$ cat src/rtl/i2c_reg_sequencer.sv
// ---------------------------------------------------------------------------
// i2c_reg_sequencer
//   Register-access front end for a byte-level I2C master. One request
//   (device, register, write data or read) is expanded into the ordered
//   start / write / read / stop command pulses. Each command waits for the
//   master's done. Slave NACKs and master timeouts are folded into one
//   error flag, which is returned together with the read byte.
//
// Ports
//   clk, reset            clock, synchronous active-high reset
//   req, req_*            request strobe and fields (sampled only when idle)
//   busy                  transaction in progress
//   rsp_valid/err/rdata   one-cycle completion pulse, status and read byte
//   m_start/stop/write/read  one-cycle command pulses to the master
//   m_data_in, m_ack_in   byte for write commands, ACK bit for the read
//   m_done, m_ack_err, m_data_out  master completion, NACK flag, read byte
// ---------------------------------------------------------------------------
module i2c_reg_sequencer #(
  parameter int TIMEOUT_CYCLES = 200_000
) (
  input  logic       clk,
  input  logic       reset,
  input  logic       req,
  input  logic       req_rw,
  input  logic [6:0] req_dev,
  input  logic [7:0] req_reg,
  input  logic [7:0] req_wdata,
  output logic       busy,
  output logic       rsp_valid,
  output logic       rsp_err,
  output logic [7:0] rsp_rdata,
  output logic       m_start,
  output logic       m_stop,
  output logic       m_write,
  output logic       m_read,
  output logic [7:0] m_data_in,
  output logic       m_ack_in,
  input  logic       m_done,
  input  logic       m_ack_err,
  input  logic [7:0] m_data_out
);

  localparam int CNT_W = (TIMEOUT_CYCLES > 2) ? $clog2(TIMEOUT_CYCLES) : 1;
  // Last WAIT cycle before a timeout: the counter value that, once
  // incremented, reaches TIMEOUT_CYCLES-1.
  localparam logic [CNT_W-1:0] CNT_LAST = CNT_W'(TIMEOUT_CYCLES - 2);

  typedef enum logic [1:0] {ST_IDLE, ST_ISSUE, ST_WAIT, ST_RESP} state_e;
  typedef enum logic [2:0] {
    PH_START, PH_ADDR_W, PH_REG, PH_WDATA, PH_RSTART, PH_ADDR_R, PH_RDATA, PH_STOP
  } phase_e;

  state_e           state_q, state_d;
  phase_e           phase_q, phase_d;
  logic             rw_q, rw_d;
  logic [6:0]       dev_q, dev_d;
  logic [7:0]       regaddr_q, regaddr_d;
  logic [7:0]       wdata_q, wdata_d;
  logic [7:0]       rdata_q, rdata_d;
  logic             err_q, err_d;
  logic [CNT_W-1:0] cnt_q, cnt_d;
  logic [7:0]       data_q, data_d;
  logic             rsp_err_q, rsp_err_d;
  logic [7:0]       rsp_rdata_q, rsp_rdata_d;
  logic             nack;

  // NOTE: state registers use non-blocking assignments so every flop samples
  // the pre-edge values; the combinational block below uses blocking ones.
  always_ff @(posedge clk) begin
    if (reset) begin
      state_q     <= ST_IDLE;
      phase_q     <= PH_START;
      rw_q        <= 1'b0;
      dev_q       <= '0;
      regaddr_q   <= '0;
      wdata_q     <= '0;
      rdata_q     <= '0;
      err_q       <= 1'b0;
      cnt_q       <= '0;
      data_q      <= '0;
      rsp_err_q   <= 1'b0;
      rsp_rdata_q <= '0;
    end else begin
      state_q     <= state_d;
      phase_q     <= phase_d;
      rw_q        <= rw_d;
      dev_q       <= dev_d;
      regaddr_q   <= regaddr_d;
      wdata_q     <= wdata_d;
      rdata_q     <= rdata_d;
      err_q       <= err_d;
      cnt_q       <= cnt_d;
      data_q      <= data_d;
      rsp_err_q   <= rsp_err_d;
      rsp_rdata_q <= rsp_rdata_d;
    end
  end

  always_comb begin
    // NOTE: every signal gets a default before the case so no path can
    // leave one unassigned and infer a latch.
    state_d     = state_q;
    phase_d     = phase_q;
    rw_d        = rw_q;
    dev_d       = dev_q;
    regaddr_d   = regaddr_q;
    wdata_d     = wdata_q;
    rdata_d     = rdata_q;
    err_d       = err_q;
    cnt_d       = cnt_q;
    data_d      = data_q;
    rsp_err_d   = rsp_err_q;
    rsp_rdata_d = rsp_rdata_q;
    nack        = 1'b0;
    m_start     = 1'b0;
    m_stop      = 1'b0;
    m_write     = 1'b0;
    m_read      = 1'b0;

    case (state_q)
      ST_IDLE: begin
        if (req) begin
          state_d   = ST_ISSUE;
          phase_d   = PH_START;
          rw_d      = req_rw;
          dev_d     = req_dev;
          regaddr_d = req_reg;
          wdata_d   = req_wdata;
          rdata_d   = '0;
          err_d     = 1'b0;
        end
      end
      ST_ISSUE: begin
        cnt_d   = '0;
        state_d = ST_WAIT;
        case (phase_q)
          PH_START, PH_RSTART: m_start = 1'b1;
          PH_STOP:             m_stop  = 1'b1;
          PH_RDATA:            m_read  = 1'b1;
          default:             m_write = 1'b1;
        endcase
      end
      ST_WAIT: begin
        cnt_d = cnt_q + 1'b1;
        if (m_done) begin
          state_d = ST_ISSUE;
          // Only the write phases carry a meaningful slave ACK.
          nack = m_ack_err && (phase_q inside {PH_ADDR_W, PH_REG, PH_WDATA, PH_ADDR_R});
          if (nack) begin
            err_d   = 1'b1;
            phase_d = PH_STOP;
          end else begin
            case (phase_q)
              PH_START:  phase_d = PH_ADDR_W;
              PH_ADDR_W: phase_d = PH_REG;
              PH_REG:    phase_d = rw_q ? PH_RSTART : PH_WDATA;
              PH_WDATA:  phase_d = PH_STOP;
              PH_RSTART: phase_d = PH_ADDR_R;
              PH_ADDR_R: phase_d = PH_RDATA;
              PH_RDATA: begin
                rdata_d = m_data_out;
                phase_d = PH_STOP;
              end
              default:   state_d = ST_RESP;
            endcase
          end
        end else if (cnt_q == CNT_LAST) begin
          // A silent master still gets a STOP attempt, unless STOP itself hung.
          err_d = 1'b1;
          if (phase_q == PH_STOP) begin
            state_d = ST_RESP;
          end else begin
            state_d = ST_ISSUE;
            phase_d = PH_STOP;
          end
        end
      end
      default: state_d = ST_IDLE;
    endcase

    // Load the outgoing byte on entry to ISSUE so it is stable for the whole
    // command, up to and including m_done.
    if (state_d == ST_ISSUE) begin
      case (phase_d)
        PH_ADDR_W: data_d = {dev_q, 1'b0};
        PH_REG:    data_d = regaddr_q;
        PH_WDATA:  data_d = wdata_q;
        PH_ADDR_R: data_d = {dev_q, 1'b1};
        default:   data_d = data_q;
      endcase
    end

    // Response registers change only on entry to RESP and then hold.
    if (state_d == ST_RESP) begin
      rsp_err_d   = err_d;
      rsp_rdata_d = (rw_q && !err_d) ? rdata_q : 8'h00;
    end

    busy      = (state_q == ST_ISSUE) || (state_q == ST_WAIT);
    rsp_valid = (state_q == ST_RESP);
    m_ack_in  = busy && (phase_q == PH_RDATA);
  end

  assign rsp_err   = rsp_err_q;
  assign rsp_rdata = rsp_rdata_q;
  assign m_data_in = data_q;

endmodule

$ cat config.mk
export PLATFORM = sky130hd
export DESIGN_NAME = i2c_reg_sequencer
export DESIGN_NICKNAME = d
export VERILOG_FILES = /design/src/rtl/i2c_reg_sequencer.sv
export SDC_FILE = /design/constraint.sdc
export NUM_CORES = 1
export LEC_CHECK = 0
export ABC_CLOCK_PERIOD_IN_PS = 2800
export CAP_MARGIN = 15
export CELL_PAD_IN_SITES_DETAIL_PLACEMENT = 0
export CELL_PAD_IN_SITES_GLOBAL_PLACEMENT = 2
export CORE_UTILIZATION = 32
export CTS_BUF_LIST = sky130_fd_sc_hd__clkbuf_8
export DETAILED_ROUTE_END_ITERATION = 12
export PLACE_DENSITY = 0.88
export SYNTH_ARGS = -nofsm -noshare
export SYNTH_HDL_FRONTEND = slang
export SYNTH_SLANG_ARGS = --single-unit
$ cat constraint.sdc
create_clock -name clk -period 2.8 [get_ports clk]
set_input_delay 0.56 -clock clk [delete_from_list [all_inputs] [get_ports clk]]
set_output_delay 0.56 -clock clk [all_outputs]
set_load 0.005 [all_outputs]
======== Yosys cells after proc, flatten, opt, wreduce, memory -nomap -nowiden ========
Index checks and enable logic that the tools add are counted.
storage, ports and cells
  input port bits ......................... 37
  output and inout bits ................... 24
  bits in registers ....................... 73
  word-level logic and storage cells ...... 88
cells by class
  multiplexer cells ....................... 36
  reduce and logical (&&, ||, !) cells .... 18
  equality and inequality tests ........... 21
  add/sub/neg operators ................... 1
operators by type and width
  kind                     count
  $mux W8                  5
  $pmux W18 S2             1
  $pmux W8 S4              1
  $add A18 B1 Y18 const B  1
  $eq A18 B18 Y1 const B   1
  $mux W3                  6
  $pmux W3 S6              1
  $pmux W8 S2              1
  $eq A3 B3 Y1 const B     5
  $eq A3 B2 Y1 const B     4
  $mux W1                  12
  $mux W2                  6
  $reduce_bool A4 Y1       2
  $reduce_or A7 Y1         1
  $eq A2 B2 Y1 const B     3
  $eq A3 B1 Y1 const B     2
  $ne A2 B2 Y1 const B     3
  $pmux W2 S3              1
  $pmux W3 S2              1
  $reduce_and A5 Y1        1
  $eq A2 B1 Y1 const B     2
  $reduce_and A2 Y1        2
  $reduce_bool A2 Y1       2
  $reduce_or A2 Y1         2
  8 further kinds          10

======== Logic depth before layout (Yosys ltp) ========
  depth in word-level cells ............... 9
  depth in mapped cells ................... 10
  mapped depth without buffers ............ 9

======== Least setup slack after synthesis ========
No wires, ideal clock.
  path type ............................... reg2reg
  start point ............................. reg cnt_q[6]
  end point ............................... reg data_q[1], in the netlist m_data_in[1]
  period minus slack after synthesis ...... 2.511 ns
  stages on the path, launching flop included .. 8
  setup time .............................. 0.122 ns
  buffers on the path ..................... 0
  data required time ...................... 2.678 ns
  arrival ................................. 2.389 ns
  setup slack ............................. 0.289 ns
  cell sequence ........................... dfxtp_1 -> or4_1 -> or3_4 -> a311o_1 -> nand3b_4 -> o21bai_4 -> nor2b_4 -> a221o_1
between the ends
  longest elaborated chain between the ends .. 7
  elaborated cells on any way between the ends .. 15
  classes of those cells .................. eq/ne: 6; mux: 7; reduce/logical: 2
RTL lines
  element                                     RTL line  RTL
  from (decl)                                 61        logic [CNT_W-1:0] cnt_q, cnt_d;
  from (signal assigned)                      92        cnt_q <= cnt_d;
  $eq A18 B18 Y1 *                            167       end else if (cnt_q == CNT_LAST) begin
  $mux W3                                     167
  $mux W3                                     145       if (m_done) begin
  $pmux W3 S2                                 120       case (state_q)
  $eq A3 B3 Y1, or another cell as far along  184       case (phase_d)
  $reduce_bool A4 Y1 (no source line)         --
  $reduce_and A2 Y1 (no source line)          --
  to (signal assigned)                        93        data_q <= data_d;
  to (decl)                                   62        logic [7:0] data_q, data_d;
Every way passes the cells marked *; elsewhere a longest branch is shown, timed or not.
A chain may end at the register's enable or synchronous reset.

======== Worst setup path in the final report ========
  start point ............................. reg cnt_q[6]
  end point ............................... reg rsp_rdata_q[6], in the netlist rsp_rdata[6]
between the ends
  longest elaborated chain between the ends .. 7
  elaborated cells on any way between the ends .. 11
  classes of those cells .................. eq/ne: 2; mux: 7; reduce/logical: 2
RTL lines
  element               RTL line  RTL
  $eq A18 B18 Y1 *      167
  $mux W1               167
  $mux W1               145
  $pmux W1 S2           120
  $logic_not A1 Y1      196       rsp_rdata_d = (rw_q && !err_d) ? rdata_q : 8'h00;
  $logic_and A1 B1 Y1   196
  $mux W8               196
  to (signal assigned)  95        rsp_rdata_q <= rsp_rdata_d;
  to (decl)             64        logic [7:0] rsp_rdata_q, rsp_rdata_d;
Marked as above.

==> impl_metrics.tcl <==
set metrics [dict create \
    drt-initial-drc-count 128 \
    dp.cells 605 \
    post_cts_buffers 0 \
    synth_nets 447 \
    die_x_um 105 \
    pre_cts_slack_ps -52.3 \
    worstHoldPathType "flip-flop to flip-flop" \
    finalWorstSetupSlack_ps 125 \
    r2r-start "cnt_q[6]" \
    required_ps 3090 \
    track_usage_pct 15.8 \
    ctsHoldBuffers 0 \
    cts-resized-gates 0 \
    relSlewSlack_pct 60.4 \
    setup_viol 0 \
    place_area_um2 4250 \
    power_density_nw_per_um2 563 \
    slew_viol_final 0 \
    numCtsBuffers 9 \
    pin_count 61 \
    root_buffer "clkbuf_8" \
    drt-total-wl_mm 8.32 \
    design_area_um2 4490 \
    start_util_pct 32.8 \
    whs_path_depth 2 \
    insertion_delay_ps 350 \
    drtAntennaViolNets 0 \
    clk_pin_slew_ps 80 \
    ir_drop_uv 202 \
    max_slew.worst_pin.slew_ps 593 \
    worst_setup_path_start_kind "flip-flop" \
    grt_overflow 0 \
    vias 3082 \
    clock-sinks 73 \
    die_h_um 105 \
    stdcell_count 621 \
    cts_tree "yes" \
    ys_warn_count 0 \
    place.gp.congestion 0.765 \
    fill_cells 1048 \
    die_area_um2 11000 \
    leakage_nw 1.66 \
    core_area_um2 10300 \
    grt_pass1_wl_mm 13.8 \
    power_mw 2.52 \
    ys_seq_area_share_pct 43.3 \
    ys.flop_type "dfxtp_1" \
    crit_path_end_kind "flip-flop" \
    synth_edf_count 0 \
    syn_area_per_cell_um2 8.35 \
    portBuffers 60 \
    fin_skew_ps 11.1 \
    grt_pass1_vias 2888 \
    cts_htree_levels 3 \
    avgViaCountPerCell 4.96 \
    drt_first_pass_iters 5 \
    hold_viol_final 0 \
    post-route-drc-count 0 \
    status "completed" \
    critical_path_class "flip-flop to flip-flop" \
    yosys_register_bits 73 \
    post-route-min-period_ps 2670 \
    grt_max_degree 25 \
    min_from "wdata_q[6]" \
    period_share_pct 95.5 \
    syn2layout_area_growth_pct 32.9 \
    synth.distinct_cells 58 \
    whs_endpoint "wdata_q[6]" \
    dp_hpwl_mm 6.05 \
    rr_endpoint "rsp_rdata[6]" \
    max_freq_ghz 0.374 \
    antenna_found_initial 0 \
    maxCapViolations 0 \
    n_antenna_cell 0 \
    clockBufferDepth 2 \
    wl_per_cell_um 13.4 \
    synth_cells 404 \
    reg2regPathDepth 6 \
    grt_setup_unrepaired "false" \
    async_flop_share_pct 0 \
    netlist_area_um2 3370 \
    drive_above_1_share_pct 10.9 \
    r2r_slack_ps 130 \
    critPathMaxFanout 8 \
    worst-endpoint-arrival_ps 2970 \
    num-nets-final 523 \
    rows 37 \
]
==> layer usage <==
metal	global-route usage [%]	vias to the layer above	wire, um
li1	-	1582	-
met1	21.5	1415	4310
met2	23.8	71	3480
met3	3.43	14	325
met4	6.94	0	198
met5	0	-	0
==> worst max-delay path, stage by stage (launching register included) <==
cell and delay [ps]:
dfxtp_1 360, or4_1 560, or3_4 420, a311o_1 360, a21oi_1 270, and4b_1 450, a22o_1 200
==> cell usage after synthesis (all sizes together), types with 5 or more instances <==
cell type / number / share of area [%]
xor2: 8 / 2.1
inv: 8 / 0.89
ha: 6 / 2.2
nand4: 5 / 0.93
nor3: 8 / 1.3
buf: 6 / 0.74
dfxtp: 73 / 43
xnor2: 7 / 1.8
mux2i: 8 / 2.4
nand3: 19 / 2.8
a22o: 8 / 2.1
nand2: 70 / 7.8
o21ai: 8 / 1.2
a21oi: 43 / 6.4
clkbuf: 14 / 1.6
nor2: 43 / 4.9
==> registers in the layout (all words and copies together) (netlist names) <==
name / flops
cnt_q: 18
m_data_in: 8
rdata_q: 8
regaddr_q: 8
rsp_rdata: 8
wdata_q: 8
dev_q: 7
phase_q: 3
state_q: 2
err_q: 1
rsp_err: 1
rw_q: 1
==> worst max path at each step <==
stage | startpoint | to | slack (ps) | depth (start not counted)
final | cnt_q[6] | rsp_rdata[6] | 130 | 6
after global routing | state_q[1] | m_ack_in | 20 | 4
after CTS | state_q[1] | m_ack_in | 130 | 4
after detailed placement | m_done | m_data_in[4] | -50 | 8
after global placement | m_done | m_data_in[5] | -30 | 8
after floorplan | cnt_q[6] | m_data_in[1] | 290 | 7
==> through the flow <==
stage	hold WS [ps]	utilization [%]	setup TNS, ps
after CTS	457	43.6	0
final	456	43.6	0
after global routing	476	43.6	0
after floorplan	432	-	0
after detailed placement	447	41.4	-201
after global placement	438	41.4	-133
==> cells in the final DEF, fill, tap and decap left out, drive strengths merged, types with 9 or more instances in the layout <==
cell / netlist / routed
a21oi: 43 / 43
buf: 6 / 26
clkbuf: 14 / 9
clkdlybuf4s50: 0 / 59
dfxtp: 73 / 73
inv: 8 / 10
nand2: 70 / 70
nand3: 19 / 19
nor2: 43 / 43
==> cell type report <==
type | instances | area (um2) | share of cell area [%]
clock inverters | 7 | 111 | 2.48
flip-flops and latches | 73 | 1460 | 32.6
inverters | 8 | 30.0 | 0.669
clock buffers | 9 | 124 | 2.76
repair buffers | 85 | 783 | 17.5
multi-input cells | 303 | 1810 | 40.3
well taps | 136 | 170 | 3.79
==> where the power goes <==
part / internal, mW / switching [mW]
sequential: 1.08 / 0.0341
combinational: 0.200 / 0.229
clock: 0.586 / 0.393
==> cell families (layout without fill, tap and decap cells) <==
group,Yosys count,in the layout,share of synthesized area [%]
DFF,73,73,43.3
muxes,10,10,3.04
and+or+nand+nor,176,176,25.1
buffers and inverters,28,109,3.19
xor gates and xnor gates,15,15,3.89
adders and majority gates,6,6,2.22
AOI/OAI and AO/OA,96,96,19.3
Note: power is estimated with default switching activity, not from simulation.
